## src/rtl/frame_tx.sv

```systemverilog
// Captures an 8-pixel-wide bitmap from a row/column sweep and, on frame end,
// streams a header byte followed by one byte per row over a valid/ready link.
module frame_tx #(
    parameter int          ROWS   = 8,
    parameter int          COLS   = 8,
    parameter logic [7:0]  HEADER = 8'hA5
) (
    input  logic       clk,
    input  logic       nrst,
    input  logic       pix_valid,
    input  logic       pix,
    input  logic [3:0] col,
    input  logic [3:0] row,
    input  logic       frame_end,
    input  logic       clear,
    input  logic       tx_ready,
    output logic [7:0] tx_data,
    output logic       tx_valid,
    output logic       busy,
    output logic       overrun
);

    localparam int         AW      = (ROWS > 1) ? $clog2(ROWS) : 1;
    localparam logic [4:0] ROWS_L  = 5'(ROWS);
    localparam logic [4:0] COLS_L  = 5'(COLS);
    localparam logic [2:0] MSB_IDX = 3'(COLS - 1);
    localparam logic [AW-1:0] LAST_ROW = AW'(ROWS - 1);

    typedef enum logic [1:0] {
        CAPTURE  = 2'd0,
        SEND_HDR = 2'd1,
        SEND_ROW = 2'd2
    } state_t;

    state_t                 state_q, state_d;
    logic [ROWS-1:0][7:0]   bitmap_q, bitmap_d;
    logic [AW-1:0]          ptr_q, ptr_d;
    logic                   overrun_q, overrun_d;

    logic                   pix_in_range;
    logic [2:0]             bit_idx;

    // Column 0 lands in the MSB of the row byte.
    assign pix_in_range = ({1'b0, row} < ROWS_L) && ({1'b0, col} < COLS_L);
    assign bit_idx      = MSB_IDX - col[2:0];

    always_ff @(posedge clk or negedge nrst) begin
        if (!nrst) begin
            state_q   <= CAPTURE;
            bitmap_q  <= '0;
            ptr_q     <= '0;
            overrun_q <= 1'b0;
        end else begin
            state_q   <= state_d;
            bitmap_q  <= bitmap_d;
            ptr_q     <= ptr_d;
            overrun_q <= overrun_d;
        end
    end

    always_comb begin
        state_d   = state_q;
        bitmap_d  = bitmap_q;
        ptr_d     = ptr_q;
        overrun_d = overrun_q;

        case (state_q)
            CAPTURE: begin
                // A pixel arriving with frame_end is still written, so it joins this frame.
                if (clear) begin
                    bitmap_d = '0;
                end else if (pix_valid && pix_in_range) begin
                    bitmap_d[row[AW-1:0]][bit_idx] = pix;
                end
                if (frame_end) begin
                    state_d = SEND_HDR;
                end
            end
            SEND_HDR: begin
                if (pix_valid || frame_end) begin
                    overrun_d = 1'b1;
                end
                if (tx_ready) begin
                    ptr_d   = '0;
                    state_d = SEND_ROW;
                end
            end
            SEND_ROW: begin
                if (pix_valid || frame_end) begin
                    overrun_d = 1'b1;
                end
                if (tx_ready) begin
                    if (ptr_q == LAST_ROW) begin
                        bitmap_d = '0;
                        ptr_d    = '0;
                        state_d  = CAPTURE;
                    end else begin
                        ptr_d = ptr_q + AW'(1);
                    end
                end
            end
            default: begin
                state_d = CAPTURE;
            end
        endcase
    end

    // Outputs depend only on registered state, so tx_data holds through stalls.
    always_comb begin
        tx_valid = 1'b0;
        busy     = 1'b0;
        tx_data  = 8'h00;
        case (state_q)
            SEND_HDR: begin
                tx_valid = 1'b1;
                busy     = 1'b1;
                tx_data  = HEADER;
            end
            SEND_ROW: begin
                tx_valid = 1'b1;
                busy     = 1'b1;
                tx_data  = bitmap_q[ptr_q];
            end
            default: begin
                tx_valid = 1'b0;
                busy     = 1'b0;
                tx_data  = 8'h00;
            end
        endcase
    end

    assign overrun = overrun_q;

endmodule

```

## config.mk

```make
export PLATFORM = sky130hd
export DESIGN_NAME = frame_tx
export DESIGN_NICKNAME = d
export VERILOG_FILES = /design/src/rtl/frame_tx.sv
export SDC_FILE = /design/constraint.sdc
export NUM_CORES = 1
export LEC_CHECK = 0
export CELL_PAD_IN_SITES_DETAIL_PLACEMENT = 0
export CELL_PAD_IN_SITES_GLOBAL_PLACEMENT = 2
export CORE_UTILIZATION = 41
export DETAILED_ROUTE_END_ITERATION = 8
export DONT_BUFFER_PORTS = 1
export GPL_TIMING_DRIVEN = 0
export HOLD_SLACK_MARGIN = 0.15
export PLACE_DENSITY_LB_ADDON = 0.1
export SLEW_MARGIN = 20
export SYNTH_ARGS = -nofsm -noshare
export SYNTH_HDL_FRONTEND = slang
export SYNTH_SLANG_ARGS = --single-unit
```

## constraint.sdc

```tcl
create_clock -name clk -period 2.3 [get_ports clk]
set_input_delay 0.46 -clock clk [delete_from_list [all_inputs] [get_ports clk]]
set_output_delay 0.46 -clock clk [all_outputs]
set_load 0.01 [all_outputs]
```

# Yosys cells after proc, flatten, opt, wreduce, memory -nomap -nowiden
# Cells that the tools add are included.
# word_totals
regBits	70
inputBits	15
out_inout_bits	11
elab_cells	64
# classes
addsub	2
n_lt_le_gt_ge	7
eq_ne	8
n_mux	23
reduce_logical	13
# ops
cell	count
2-to-1 mux 64 bit	4
one-hot mux 64 bit (2 select lines)	1
bitwise mux 64 bit	1
binary-select mux 8 bit (select 3 bit)	1
demux 8 bit (select 3 bit)	1
2-to-1 mux 8 bit	2
one-hot mux 8 bit (2 select lines)	1
< comparator 3 x 4 -> 1 bit, second input constant	3
2-to-1 mux 3 bit	3
< comparator 4 bit, second input constant	2
2-to-1 mux 2 bit	4
!= test 2 bit, second input constant	4
AND reduction 4 bit	2
greater-or-equal comparator 3 x 1 -> 1 bit, second input constant	2
one-hot mux 2 bit (3 select lines)	1
one-hot mux 3 bit (2 select lines)	1
logical AND 1 bit	4
nonzero test 2 bit	2
adder 3 x 1 -> 3 bit, second input constant	1
demux 1 bit (select 3 bit)	1
equality test 3 bit, second input constant	1
!= test 3 bit, second input constant	1
AND reduction 3 bit	1
subtractor 3 bit, first input constant	1
other kinds (7)	8

# Longest topological paths before layout
# Gate-level depths: netlist of run 1.
# depth
word_depth	11
depth_mapped	9
ltp_nobuf	6

# Least setup slack after synthesis of run 1
# OpenSTA, ideal clock, no wires.
# synth_path
path_type	register -> output
start	register ptr_q[0]
end	output port tx_data[0]
t_arrival_ps	1446
t_required_ps	1840
path_slack_ps	394
path_stages_with_launch	7
n_path_buf	2
path_cell_list	dfrtp_1 -> buf_2 -> buf_4 -> mux2i_1 -> nand3_1 -> a31oi_1 -> nor2_1
# synth_via
elab_chain_len	3
# synth_rtl
item	line_no	source
from (decl)	37	logic [AW-1:0] ptr_q, ptr_d;
from (signal assigned)	56	ptr_q <= ptr_d;
binary-select mux 8 bit (select 3 bit)	122	tx_data = bitmap_q[ptr_q];
2-to-1 mux 8 bit (implied by the code)	122	
one-hot mux 8 bit (2 select lines)	113	case (state_q)
to (decl)	17	output logic [7:0] tx_data,
# Every way passes these cells. The select of a mux whose other input is x is not followed.

# Final worst setup path of run 1
# layout_path
start	register ptr_q[1]
end	output port tx_data[7]
# The elaborated chain is that of the path after synthesis.

==> results.txt, run 1 <==
- Worst Setup End Kind: output pin
- Net count reported at finish: 457
* Core Box Area: 9280 um^2
* Reg power frac: 29.6%
* Final Slew Violations: 0
- Routability Congestion: roughly 0.8
* Clock latency of the later-clocked register in the worst-skew pair: 0.35 ns
- Of the post-synthesis cell area, the dominant cell type holds 44.4%.
- The multi-input combinational cells in the finished layout cover a total of 2010 um^2.
- For the pin with the worst max-slew slack, the measured transition is 1.05 ns.
* Critical path type: reg2out
- Max-cap violations in this run came to 0.
* Via count: 3331
* Net Switching: 1670 uW
- In this run the power density over the cells is roughly 970 nW/um^2.
- Share of the yosys chip area belonging to registers: 44.4%
- The number of nets in the synthesized netlist is 438.
- Counting tap cells, the placed design contains a total of 545 instances.
* Avg Synthesized Cell Area: 9.47 um^2
- The worst pin sits at a relative slew slack of 29.7%.
- After technology mapping, the gate count stands at about 420.
- CTS H-Tree Depth: 3
* Area Growth Syn to Fin: 15.9%
- Setup violations remaining at the end of the flow were counted as 0.
- The first global-routing pass estimated 19400 um of wire.
- The via count of the first global-routing pass was 3268.
- Count of synthesis-stage warnings from yosys: 0
* Netlist area before placement: 3940 um^2
* Ordered list of cells on the worst path: buf_6 -> mux4_2 -> o211ai_1 -> o21ai_2
- Leaving out fill and tap cells, the most frequent cell in the layout is sky130_fd_sc_hd__o21ai_1.
* Combined global-route utilization of all metal layers: 26.8%
- Pin placement for this block handled 26 I/O pins.
- Derived from the worst setup path, the maximum achievable clock frequency is 448 MHz.
- The clock network burns roughly 29% of the power.
- Path category of the worst min-delay check: in2reg
- Fin crit share: 97.0%
- The tree is rooted in a sky130_fd_sc_hd__clkbuf_8.
* Combinational share of power: 41.6%
- Floorplan die height: approximately 100 um
- In the routed design, unresolved DRC markers number 0.
- Overall power of the completed layout: 4440 uW
* Via/cell ratio: 5.85
- Antenna diodes: 0
- Crit path max fanout: 8
* Total Routed Length: around 12000 um
- Number of violations reported at the end of detailed-routing iteration 0: 197
- The initial utilization of the core area, before any placement, comes to a little over two fifths.
- During placement, the flow inserted port buffers numbering 0.
* Worst supply voltage drop on vdd: between 0.0003 and 0.0004 V
* HPWL reported at the end of detailed placement: 8550 um
* Die ar.: 10000 um^2
- The pre-antenna-repair detailed-routing pass consisted of 5 iterations.
* Fin worst setup slack: 0.0695 ns
- The floorplan has 35 rows.
- Fraction of final layout cells with drive strength greater than 1: between 20 and 25%
- Deepest clock path buffer count: 2
* Detail Route Antenna Nets: 0
* Leading cell types in the layout, fill and taps excluded: sky130_fd_sc_hd__o21ai_1 (121), sky130_fd_sc_hd__dfrtp_1 (68), sky130_fd_sc_hd__a21oi_1 (64)
- Chip Width: 100 um
* #FFs+latches synth: 70
- Internal Power: ~2800 uW
- Data required time at the worst endpoint: 1.84 ns
- At the placement stage, the worst setup path has a slack of -0.269 ns.
- TritonCTS clock tree: built
* Worst Clk Skew: 0.00831 ns
- After synthesis, the share of flip-flops with an asynchronous set or reset is 100%.
* Cells taking the most area after synthesis: sky130_fd_sc_hd__dfrtp_1 (44%), sky130_fd_sc_hd__o21ai_1 (15%), sky130_fd_sc_hd__a21oi_1 (8.1%)
- In the synthesized netlist the dominant register cell turns out to be sky130_fd_sc_hd__dfrtp_1.
* Critical path's slowest cell: sky130_fd_sc_hd__mux4_2
- Global routing finished with a remaining overflow of 0.
- TritonCTS Sinks: 70
* Post-route insts no fill: 569
* Unique cell type count in the Yosys netlist: 36
* Routed length per instance: 22.0 um
- Area of all sequential standard cells: between 1500 and 2000 um^2
- EDFF count, synth: 0
- Number of clock buffers inserted by TritonCTS: 9
- Delay contributed by the slowest stage of the critical path: 0.52 ns
- Biggest area consumer among synthesized cells: sky130_fd_sc_hd__dfrtp_1
- Sort of element at the start of the critical path: flop
- Setup total negative slack on the finished layout was measured at 0 ns.
- Number of antenna violations at the first check in global routing: 0
* Hold violation total from the final report: 0
* Filler Cells Inserted: 918
* Fraction of power spent switching nets: approximately 37%
- Hold timing on the final database bottoms out at a slack of 0.266 ns.
- Clk slew on worst S/H paths: 0.08 ns
- The run finished with clean final reports.
- Min cycle time layout: 2.23 ns
- CP Data Arrival Time: 1.77 ns
- Entering global routing, the biggest net connects 71 pins.
- LEAKAGE: 0.00185 uW
[cell usage after synthesis (all sizes together) (2+ instances only)]
library cell and instances:
mux4 12, mux2 3, and3b 6, and3 2, mux2i 12, a31oi 3, ha 7, nor3 3
or2 2, buf 27, clkbuf 12, nor2 10, nor2b 3, nand3b 4, nand3 5, a21oi 64
dfrtp 70, o21ai 136, inv 3, nand2 17, nor3b 6, or3b 3
[through the flow]
step / util (%) / area [um^2]
2_1_floorplan: - / 3940
3_3_place_gp: 44.2 / 4100
6_report: 49.2 / 4570
4_1_cts: 47.9 / 4450
5_1_grt: 49.2 / 4570
3_5_place_dp: 44.2 / 4100
[final timing paths]
check	from	end	slack, ns	cells past startpoint
min in group asynchronous	nrst	overrun$_DFFE_PN0P_	0.66	2
setup / recovery	ptr_q[1]$_DFFE_PN0P_	tx_data[7]	0.07	4
hold / removal	tx_ready	ptr_q[2]$_DFFE_PN0P_	0.27	1
max in group asynchronous	nrst	bitmap_q[35]$_DFFE_PN0P_	1.34	2
hold reg to reg	bitmap_q[54]$_DFFE_PN0P_	bitmap_q[54]$_DFFE_PN0P_	0.49	2
setup reg to reg	state_q[0]$_DFFE_PN0P_	bitmap_q[6]$_DFFE_PN0P_	0.11	8
[layer usage]
layer	part of all wire, %	routed length (um)	global-route usage, %
met1	45	5630	36.8
met2	48	5980	44.1
met3	6.0	744	5.08
met4	1.1	140	6.24
met5	0	0	0
[logic make-up (layout without fill, tap and decap cells)]
| kind of cell | after synthesis | in the layout | share of synthesized area, % |
|---|---|---|---|
| AND/OR/NAND/NOR | 63 | 63 | 9.90 |
| flip-flops | 70 | 70 | 44.4 |
| multiplexers | 27 | 27 | 10.8 |
| buffers and inverters | 42 | 66 | 5.87 |
| adder cells (fa/ha/maj) | 7 | 7 | 2.22 |
| AO/OA/AOI/OAI | 207 | 207 | 26.8 |
[sequential cells by signal, summed over array words and instances (netlist names)]
signal and cells:
overrun 1, ptr_q 3, state_q 2, bitmap_q 64
[power groups by stage]
stage / combinational (uW) / clock [uW] / sequential (uW)
finish: 1850 / 1280 / 1320
global route: 2000 / 1340 / 1320
CTS: 1740 / 1290 / 1310
detailed placement: 1640 / 0 / 1330
global placement: 1630 / 0 / 1330
floorplan: 1220 / 0 / 1320
[final cells by class]
class / instances / share of cell area (%)
multi-input cells: 304 / 44.0
flip-flops and latches: 70 / 38.4
plain buffers: 38 / 5.94
well taps: 129 / 3.53
clock buffers: 11 / 3.31
clock inverters: 5 / 2.27
repair buffers: 9 / 2.25
inverters: 3 / 0.247
[repair_timing]
action,in CTS,in global routing
cloned,0,0
setup endpoints to repair,21,69
gates resized for setup,18,25
hold buffers,2,0
pin swaps,0,2
hold endpoints to repair,70,0
setup buffers,1,6
[worst max-delay path: cells and delay by family (launching register included)]
family / cells / cell delay (ns)
AOI/OAI and AO/OA: 2 / 0.36
muxes: 1 / 0.52
buffers and inverters: 1 / 0.16
DFF: 1 / 0.37
Note: power is estimated with default switching activity, not from simulation.
==> run 2: changes to the inputs <==
--- a/config.mk
+++ b/config.mk
@@ -17,3 +17,4 @@
 export SYNTH_ARGS = -nofsm -noshare
 export SYNTH_HDL_FRONTEND = slang
 export SYNTH_SLANG_ARGS = --single-unit
+export TNS_END_PERCENT = 1
==> constraint.sdc (replaced) <==
create_clock -name clk -period 2.3 [get_ports clk]
set_input_delay 0.115 -clock clk [delete_from_list [all_inputs] [get_ports clk]]
set_output_delay 0.115 -clock clk [all_outputs]
set_load 0.01 [all_outputs]
==> run 2 against run 1 <==
  * Design area shrank 1.9%
  * Highest routed layer unchanged
  * Hold slack lost 0.038 ns
  * Critical path type is now reg2reg
  * Clock-buffer cell count is the same
  * Non-clock buffer count shrank 2
  * Global-route usage is essentially flat
  * Via count shrank 0.57%
  * First-iteration DRC count shrank 8.6%
  * The flow now finishes with violations (setup timing)
  * Die area is the same
  * Sequential power is essentially flat
  * Largest power group unchanged
  * Wire length shrank 1.1%
  * Total power shrank 3.4%
  * Sequential cell count is the same
==> results.txt, run 2 (synthesis gave the netlist of run 1 again) <==
- Min cycle time layout: 2.31 ns (was 2.23 ns)
* Largest registers in the final layout: bitmap_q x64, ptr_q x3, state_q x2 (unchanged)
- The global-route wire length before repair is 19400 um (about the same).
- The number of vias in the routed layout is 3312 (was 3331).
- The post-detailed-route wirelength per cell came to 21.8 um (was 22.0 um).
* Post-route insts no fill: 567 (was 569)
* Sum of overflow across all layers after global routing: 0 (unchanged)
- The overall fraction of global-route tracks in use was 26.8% (about the same).
- Critical path type: reg2reg (was reg2out)
- Starting Density: 42.5% (unchanged)
- Die ar.: 10000 um^2 (unchanged)
- The remaining antenna violation count after routing came to 0 (unchanged).
* CTS H-Tree Depth: 3 (unchanged)
- Post-route DRC: 0 (unchanged)
- Fin worst setup slack: -0.00617 ns (was 0.0695 ns)
* HPWL reported at the end of detailed placement: 8550 um (unchanged)
- Power density normalized to cell area: 957 nW/um^2 (was 973 nW/um^2)
- The post-layout net count was 455 (was 457).
* Clock tree root buffer cell: sky130_fd_sc_hd__clkbuf_8 (unchanged)
- Slew headroom: 32.4% (was 29.7%)
* Data required time at the worst endpoint: 2.52 ns (was 1.84 ns)
- Area Growth Syn to Fin: 13.7% (was 15.9%)
* Clock latency of the later-clocked register in the worst-skew pair: 0.35 ns (about the same)
* Worst Clk Skew: 0.00811 ns (was 0.00831 ns)
* Sort of element at the start of the critical path: flop (unchanged)
- The chip width is 100 um (unchanged).
- The initial antenna violation count is 0 (unchanged).
- The logic depth of the worst register-to-register path is 9 (was 8).
- The arrival time at the worst endpoint is 2.53 ns (was 1.77 ns).
- The fmax came to 434 MHz (was 448 MHz).
- Quantity of I/O buffers inserted on ports: 0 (unchanged)
- DRT Pass-1 Iters: 4 (was 5)
- Endpoint with the worst hold slack: bitmap_q[15]$_DFFE_PN0P_ (was ptr_q[2]$_DFFE_PN0P_)
* RSZ-0062 raised after global routing: true
- The worst hold path startpoint is col[1] (was tx_ready).
* Number of violations reported at the end of detailed-routing iteration 0: 180 (was 197)
- Fraction of final layout cells with drive strength greater than 1: 16.7% (was 20.5%)
* Worst supply voltage drop on vdd: 0.000297 V (was 0.000330 V)
- The final cycle utilization of the critical path was 100% (was 97.0%).
- The measured slew at the worst slew-check pin came to 1.01 ns (was 1.05 ns).
* Final setup violation count: 1 (was 0)
* Number of flip-flops under the largest register name: 64 (unchanged)
- The final reports fail on setup timing.
- The count of placed standard cells including taps was 545 (unchanged).
- Number of max-cap violations: 0 (unchanged)
- Crit path max fanout: 10 (was 8)
- Boundary Pins: 26 (unchanged)
* Via count of the first global-routing pass: 3297 (was 3268)
* Routability Congestion: 0.803 (unchanged)
* Floorplan die height: 100 um (unchanged)
- Via/cell ratio: 5.84 (was 5.85)
* Worst hold stages: 4 (was 1)
- LEAKAGE: 0.00182 uW (was 0.00185 uW)
- The buffer levels on the longest clock path was 2 (unchanged).
* Register-to-register setup slack: -0.006 ns (was 0.11 ns)
- The total number of placement rows is 35 (unchanged).
* Core Box Area: 9280 um^2 (unchanged)
- The largest net degree at the start of global routing is 71 (unchanged).
- Endpoint of the worst-slack reg-to-reg timing path: bitmap_q[38]$_DFFE_PN0P_ (was bitmap_q[6]$_DFFE_PN0P_)
- Overall power of the completed layout: 4290 uW (was 4440 uW)
* Outcome: complete, but fails checks (was complete, no violations)
* Leading cell types in the layout, fill and taps excluded: sky130_fd_sc_hd__o21ai_1 (121), sky130_fd_sc_hd__dfrtp_1 (69), sky130_fd_sc_hd__a21oi_1 (64) (was sky130_fd_sc_hd__o21ai_1 (121), sky130_fd_sc_hd__dfrtp_1 (68), sky130_fd_sc_hd__a21oi_1 (64))
- Worst Setup End Kind: flop (was output pin)
* Clk slew on worst S/H paths: 0.08 ns (about the same)
- Most common cell after layout, fill and taps aside: sky130_fd_sc_hd__o21ai_1 (unchanged)
- The CTS tree is built (unchanged).
- The number of buffers created by CTS is 9 (unchanged).
- Total Routed Length: 12400 um (was 12500 um)
* Hold violation total from the final report: 0 (unchanged)
* TritonCTS Sinks: 70 (unchanged)
- Worst reg2reg path startpoint: state_q[0]$_DFFE_PN0P_ (unchanged)
* Final cell utilization of the core: 48.3% (was 49.2%)
- The register containing the most flip-flops in the final layout is bitmap_q (unchanged).
* Antenna diodes: 0 (unchanged)
- Path category of the worst min-delay check: in2reg (unchanged)
* Final Slew Violations: 0 (unchanged)
run 2: power by group:
| group | internal [uW] | total, uW | switching, uW |
|---|---|---|---|
| Clock | 782 | 1270 | 487 |
| Sequential | 1270 | 1310 | 38.7 |
| Combinational | 622 | 1710 | 1090 |
run 2: worst max path at each step:
| stage | from | endpoint | slack (ns) |
|---|---|---|---|
| floorplan | state_q[0]$_DFFE_PN0P_ | bitmap_q[6]$_DFFE_PN0P_ | 0.50 |
| CTS | state_q[0]$_DFFE_PN0P_ | bitmap_q[18]$_DFFE_PN0P_ | -0.04 |
| finish | state_q[0]$_DFFE_PN0P_ | bitmap_q[38]$_DFFE_PN0P_ | -0.006 |
| global route | state_q[0]$_DFFE_PN0P_ | bitmap_q[34]$_DFFE_PN0P_ | -0.13 |
| global placement | state_q[0]$_DFFE_PN0P_ | bitmap_q[9]$_DFFE_PN0P_ | 0.06 |
| detailed placement | state_q[0]$_DFFE_PN0P_ | bitmap_q[24]$_DFFE_PN0P_ | -0.01 |
run 2: layer usage:
metal | vias up | global-route usage [%] | wire length [um]
met5 | - | 0 | 0
met4 | 0 | 5.91 | 116
met3 | 14 | 4.87 | 698
met2 | 87 | 44.5 | 5900
met1 | 1652 | 36.7 | 5640
li1 | 1559 | - | -
run 2: layout make-up:
type	count	area, um^2
plain buffers	39	230
clock buffers	11	151
clock inverters	5	104
fillers	914	4800
inverters	3	11.3
multi-input cells	304	1980
flip-flops and latches	70	1750
well taps	129	161
repair buffers	6	87.6
run 2: worst max-delay path: stages, from the launching register on:
cell	delay (ns)
sky130_fd_sc_hd__dfrtp_1	0.42
sky130_fd_sc_hd__inv_1	0.11
sky130_fd_sc_hd__ha_1	0.17
sky130_fd_sc_hd__buf_2	0.20
sky130_fd_sc_hd__or2_2	0.17
sky130_fd_sc_hd__buf_2	0.26
sky130_fd_sc_hd__clkbuf_1	0.53
sky130_fd_sc_hd__a21oi_1	0.10
sky130_fd_sc_hd__o21ai_1	0.14
sky130_fd_sc_hd__o21ai_1	0.07
run 2: through the flow:
step	hold WS, ns	setup WS [ns]	setup TNS [ns]	area, um^2
after floorplan	-0.181	0.503	0	3940
after global placement	-0.179	0.0564	0	4100
after detailed placement	-0.179	-0.0144	-0.0428	4100
after CTS	0.212	-0.0370	-0.214	4430
after global routing	0.280	-0.134	-3.84	4480
final	0.227	-0.00617	-0.00617	4480
run 2: repair_timing:
item                                    in CTS  in global routing
setup buffers                                0                  1
endpoints found under the setup margin      20                 67
hold buffers                                 5                  0
resized for setup                            4                 12
pin swaps                                    0                  1
endpoints found under the hold margin       76                  0
==> run 3: changes to the inputs <==
--- a/config.mk
+++ b/config.mk
@@ -7,12 +7,13 @@
 export LEC_CHECK = 0
 export CELL_PAD_IN_SITES_DETAIL_PLACEMENT = 0
 export CELL_PAD_IN_SITES_GLOBAL_PLACEMENT = 2
-export CORE_UTILIZATION = 41
+export CORE_UTILIZATION = 35
 export DETAILED_ROUTE_END_ITERATION = 8
 export DONT_BUFFER_PORTS = 1
 export GPL_TIMING_DRIVEN = 0
 export HOLD_SLACK_MARGIN = 0.15
 export PLACE_DENSITY_LB_ADDON = 0.1
+export SETUP_SLACK_MARGIN = 0.4
 export SLEW_MARGIN = 20
 export SYNTH_ARGS = -nofsm -noshare
 export SYNTH_HDL_FRONTEND = slang
==> run 3 against run 2 <==
  * The flow now finishes without violations
  * Sequential share of layout area decreased by 2.3 points
  * Design area is 6.3% higher
  * Non-clock buffer count is 2 higher
  * Worst setup slack improved by 0.38 ns
  * Critical path depth down 5
  * Clock skew decreased by 0.0011 ns
  * Global-route usage decreased by 2.9 points
  * Hold slack worse by 0.0034 ns
  * Maximum frequency rose by 20%
  * Total power decreased by 3.5%
  * Sequential cell count is the same
  * Clock power down 27%
  * Critical endpoint is now tx_data[6]
==> results.txt, run 3 (synthesis gave the netlist of run 1 again) <==
- Power density normalized to cell area: 870 nW/um^2 (was 957 nW/um^2)
- The nature of the critical path endpoint was an output pin (was flop).
- Combinational share of power: 46.0% (was 39.9%)
- The initial antenna violation count is 0 (unchanged).
* Floorplan die height: 108 um (was 100 um)
* Critical path type: reg2out (was reg2reg)
* Outcome: complete, no violations (was complete, but fails checks)
- The number of setup violations in the final report is 0 (was 1).
- Sort of element at the start of the critical path: flop (unchanged)
* Buffers plus inverters on the worst setup path: 1 (was 4)
- RSZ-0062 raised after global routing: true (unchanged)
* Critical path's slowest cell: sky130_fd_sc_hd__mux4_2 (was sky130_fd_sc_hd__clkbuf_1)
- Clock latency of the later-clocked register in the worst-skew pair: 0.35 ns (about the same)
* Slew headroom: 18.8% (was 32.4%)
* Site row count: 38 (was 35)
* Fin crit share: 83.7% (was 100%)
- Data required time at the worst endpoint: 2.18 ns (was 2.52 ns)
- Largest registers in the final layout: bitmap_q x64, ptr_q x3, state_q x2 (unchanged).
- Total Routed Length: 12800 um (was 12400 um)
- Delay contributed by the slowest stage of the critical path: 0.54 ns (was 0.53 ns)
* Routed length per instance: 22.1 um (was 21.8 um)
- CP Data Arrival Time: 1.81 ns (was 2.53 ns)
- The fmax came to 520 MHz (was 434 MHz).
- Pin count of the biggest net entering global routing: 71 (unchanged)
- Combined global-route utilization of all metal layers: 23.9% (was 26.8%)
* Number of flip-flops under the largest register name: 64 (unchanged)
* Fraction of power spent switching nets: 40.9% (was 37.6%)
* Area Growth Syn to Fin: 20.9% (was 13.7%)
- Final Slew Violations: 0 (unchanged)
- The measured slew at the worst slew-check pin is 1.21 ns (was 1.01 ns).
- TritonCTS clock tree: built (unchanged)
- Number of clock buffers inserted by TritonCTS: 9 (unchanged)
- The ratio of cells with drive above 1 in the final layout is 27.7% (was 16.7%).
* Global-route wire length before repair: 20300 um (was 19400 um)
- The last weighted congestion value of the routability-driven placer came to 0.760 (was 0.803).
* Part of the power in the clock network: 22.4% (was 29.6%)
* Quantity of I/O buffers inserted on ports: 0 (unchanged)
- The H-tree depth reported by CTS was 3 (unchanged).
* HPWL reported at the end of detailed placement: 8780 um (was 8550 um)
- The count of antenna diodes in the layout was 0 (unchanged).
- Clock tree root buffer cell: sky130_fd_sc_hd__clkbuf_8 (unchanged)
- The post-detailed-route via-to-cell ratio is 5.81 (was 5.84).
- The power dissipated by switching net loads was 1690 uW (was 1620 uW).
- The clock tree skew after final layout was 0.00704 ns (was 0.00811 ns).
- Core Box Area: 10900 um^2 (was 9280 um^2)
- The global route total overflow was 0 (unchanged).
- The count of routing violations after the opening detailed-route iteration was 189 (was 180).
- The overall die area came to 11700 um^2 (was 10000 um^2).
* Deepest clock path buffer count: 2 (unchanged)
- The DRC violation count after routing is 0 (unchanged).
- The remaining antenna violation count after routing is 0 (unchanged).
- Chip Width: 108 um (was 100 um)
- The number of sinks handled by clock tree synthesis came to 70 (unchanged).
- Number of max-cap violations: 0 (unchanged)
- Final non-filler cell area: 4760 um^2 (was 4480 um^2)
* DRT Pass-1 Iters: 4 (unchanged)
* Setup_tns: 0 ns (was -0.00617 ns)
- The time the final worst path needs with I/O delays and setup came to 1.92 ns (was 2.31 ns).
- Via count: 3369 (was 3312)
- Ordered list of cells on the worst path: buf_12 -> mux4_2 -> mux2i_2 -> nor2_2 (was inv_1 -> ha_1 -> buf_2 -> or2_2 -> buf_2 -> clkbuf_1 -> a21oi_1 -> o21ai_1 -> o21ai_1)
- The register share of total power is 31.6% (was 30.5%).
* Worst supply voltage drop on vdd: 0.000481 V (was 0.000297 V)
- The count of fill cells added during filler insertion came to 1073 (was 914).
- The register containing the most flip-flops in the final layout is bitmap_q (unchanged).
- Leading cell types in the layout, fill and taps excluded: sky130_fd_sc_hd__o21ai_1 (99), sky130_fd_sc_hd__dfrtp_1 (69), sky130_fd_sc_hd__a21oi_1 (63) (was sky130_fd_sc_hd__o21ai_1 (121), sky130_fd_sc_hd__dfrtp_1 (69), sky130_fd_sc_hd__a21oi_1 (64))
- Starting Density: 36.2% (was 42.5%)
- The final-report hold violation count came to 0 (unchanged).
- The largest driver fanout on the critical path was 10 (unchanged).
- The class of the most critical hold timing path is in2reg (unchanged).
* Clk slew on worst S/H paths: 0.08 ns (about the same)
- The leakage power total was 0.00191 uW (was 0.00182 uW).
* Placed standard-cell area: 4120 um^2 (was 4100 um^2)
- Most common cell after layout, fill and taps aside: sky130_fd_sc_hd__o21ai_1 (unchanged)
* Boundary Pins: 26 (unchanged)
- The internal power contribution is 2450 uW (was 2680 uW).
- The post-layout net count was 457 (was 455).
- The via count of the first global-routing pass was 3355 (was 3297).
- The largest delay contributor family on the critical path is multiplexers (was buffers and inverters).
run 3: worst reg2reg max path, delay by kind of cell, from the launching register on:
kind                       cells  cell delay, ns
and+or+nand+nor                3            0.57
buffers and inverters          3            0.46
AOI/OAI and AO/OA              1            0.20
adders and majority gates      1            0.21
DFF                            1            0.35
run 3: what timing repair did:
action / 4_1_cts / 5_1_grt
hold endpoints to repair: 76 / 0
pin swaps: 1 / 14
resized for setup: 53 / 61
hold buffers: 5 / 0
setup buffers: 2 / 1
gates cloned: 0 / 0
setup endpoints to repair: 72 / 72
run 3: path summary, 6_finish.rpt:
path	startpoint	endpoint	slack [ns]	depth (start not counted)
setup / recovery	ptr_q[0]$_DFFE_PN0P_	tx_data[6]	0.38	4
hold / removal	col[1]	bitmap_q[15]$_DFFE_PN0P_	0.22	4
setup reg to reg	state_q[0]$_DFFE_PN0P_	bitmap_q[23]$_DFFE_PN0P_	0.44	8
hold reg to reg	bitmap_q[39]$_DFFE_PN0P_	bitmap_q[39]$_DFFE_PN0P_	0.49	2
max in group asynchronous	nrst	ptr_q[0]$_DFFE_PN0P_	1.65	2
min in group asynchronous	nrst	bitmap_q[27]$_DFFE_PN0P_	0.28	2
run 3: cell type report:
class | instances | area (um^2) | area share [%]
multi-input cells | 304 | 2230 | 46.9
plain buffers | 39 | 312 | 6.54
inverters | 3 | 11.3 | 0.236
repair buffers | 8 | 103 | 2.15
flip-flops and latches | 70 | 1750 | 36.8
well taps | 140 | 175 | 3.68
clock inverters | 6 | 37.5 | 0.788
clock buffers | 10 | 138 | 2.89
run 3: power by group through the flow:
| stage | logic [uW] | registers, uW | clock network [uW] |
|---|---|---|---|
| after floorplan | 1220 | 1320 | 0 |
| after global placement | 1630 | 1330 | 0 |
| after detailed placement | 1630 | 1330 | 0 |
| after CTS | 1810 | 1310 | 939 |
| after global routing | 2080 | 1310 | 997 |
| final | 1910 | 1310 | 929 |
run 3: per-layer routing:
metal / global-route usage (%) / up-vias / wire length [um]
met1: 34.6 / 1689 / 6040
met4: 6.85 / 0 / 210
met5: 0 / - / 0
met3: 2.89 / 17 / 585
met2: 37.5 / 88 / 5960
li1: - / 1575 / -
run 3: per-stage QoR:
stage               instances  power (uW)  util (%)  hold WS, ns  worst slack (ns)
floorplan                 416        2540         -       -0.181             0.503
global placement          556        2960      37.8       -0.179            0.0306
detailed placement        556        2960      37.9       -0.179           -0.0270
CTS                       579        4060      41.7        0.202             0.322
global route              580        4380      43.7        0.271             0.303
finish                    580        4140      43.7        0.224             0.376
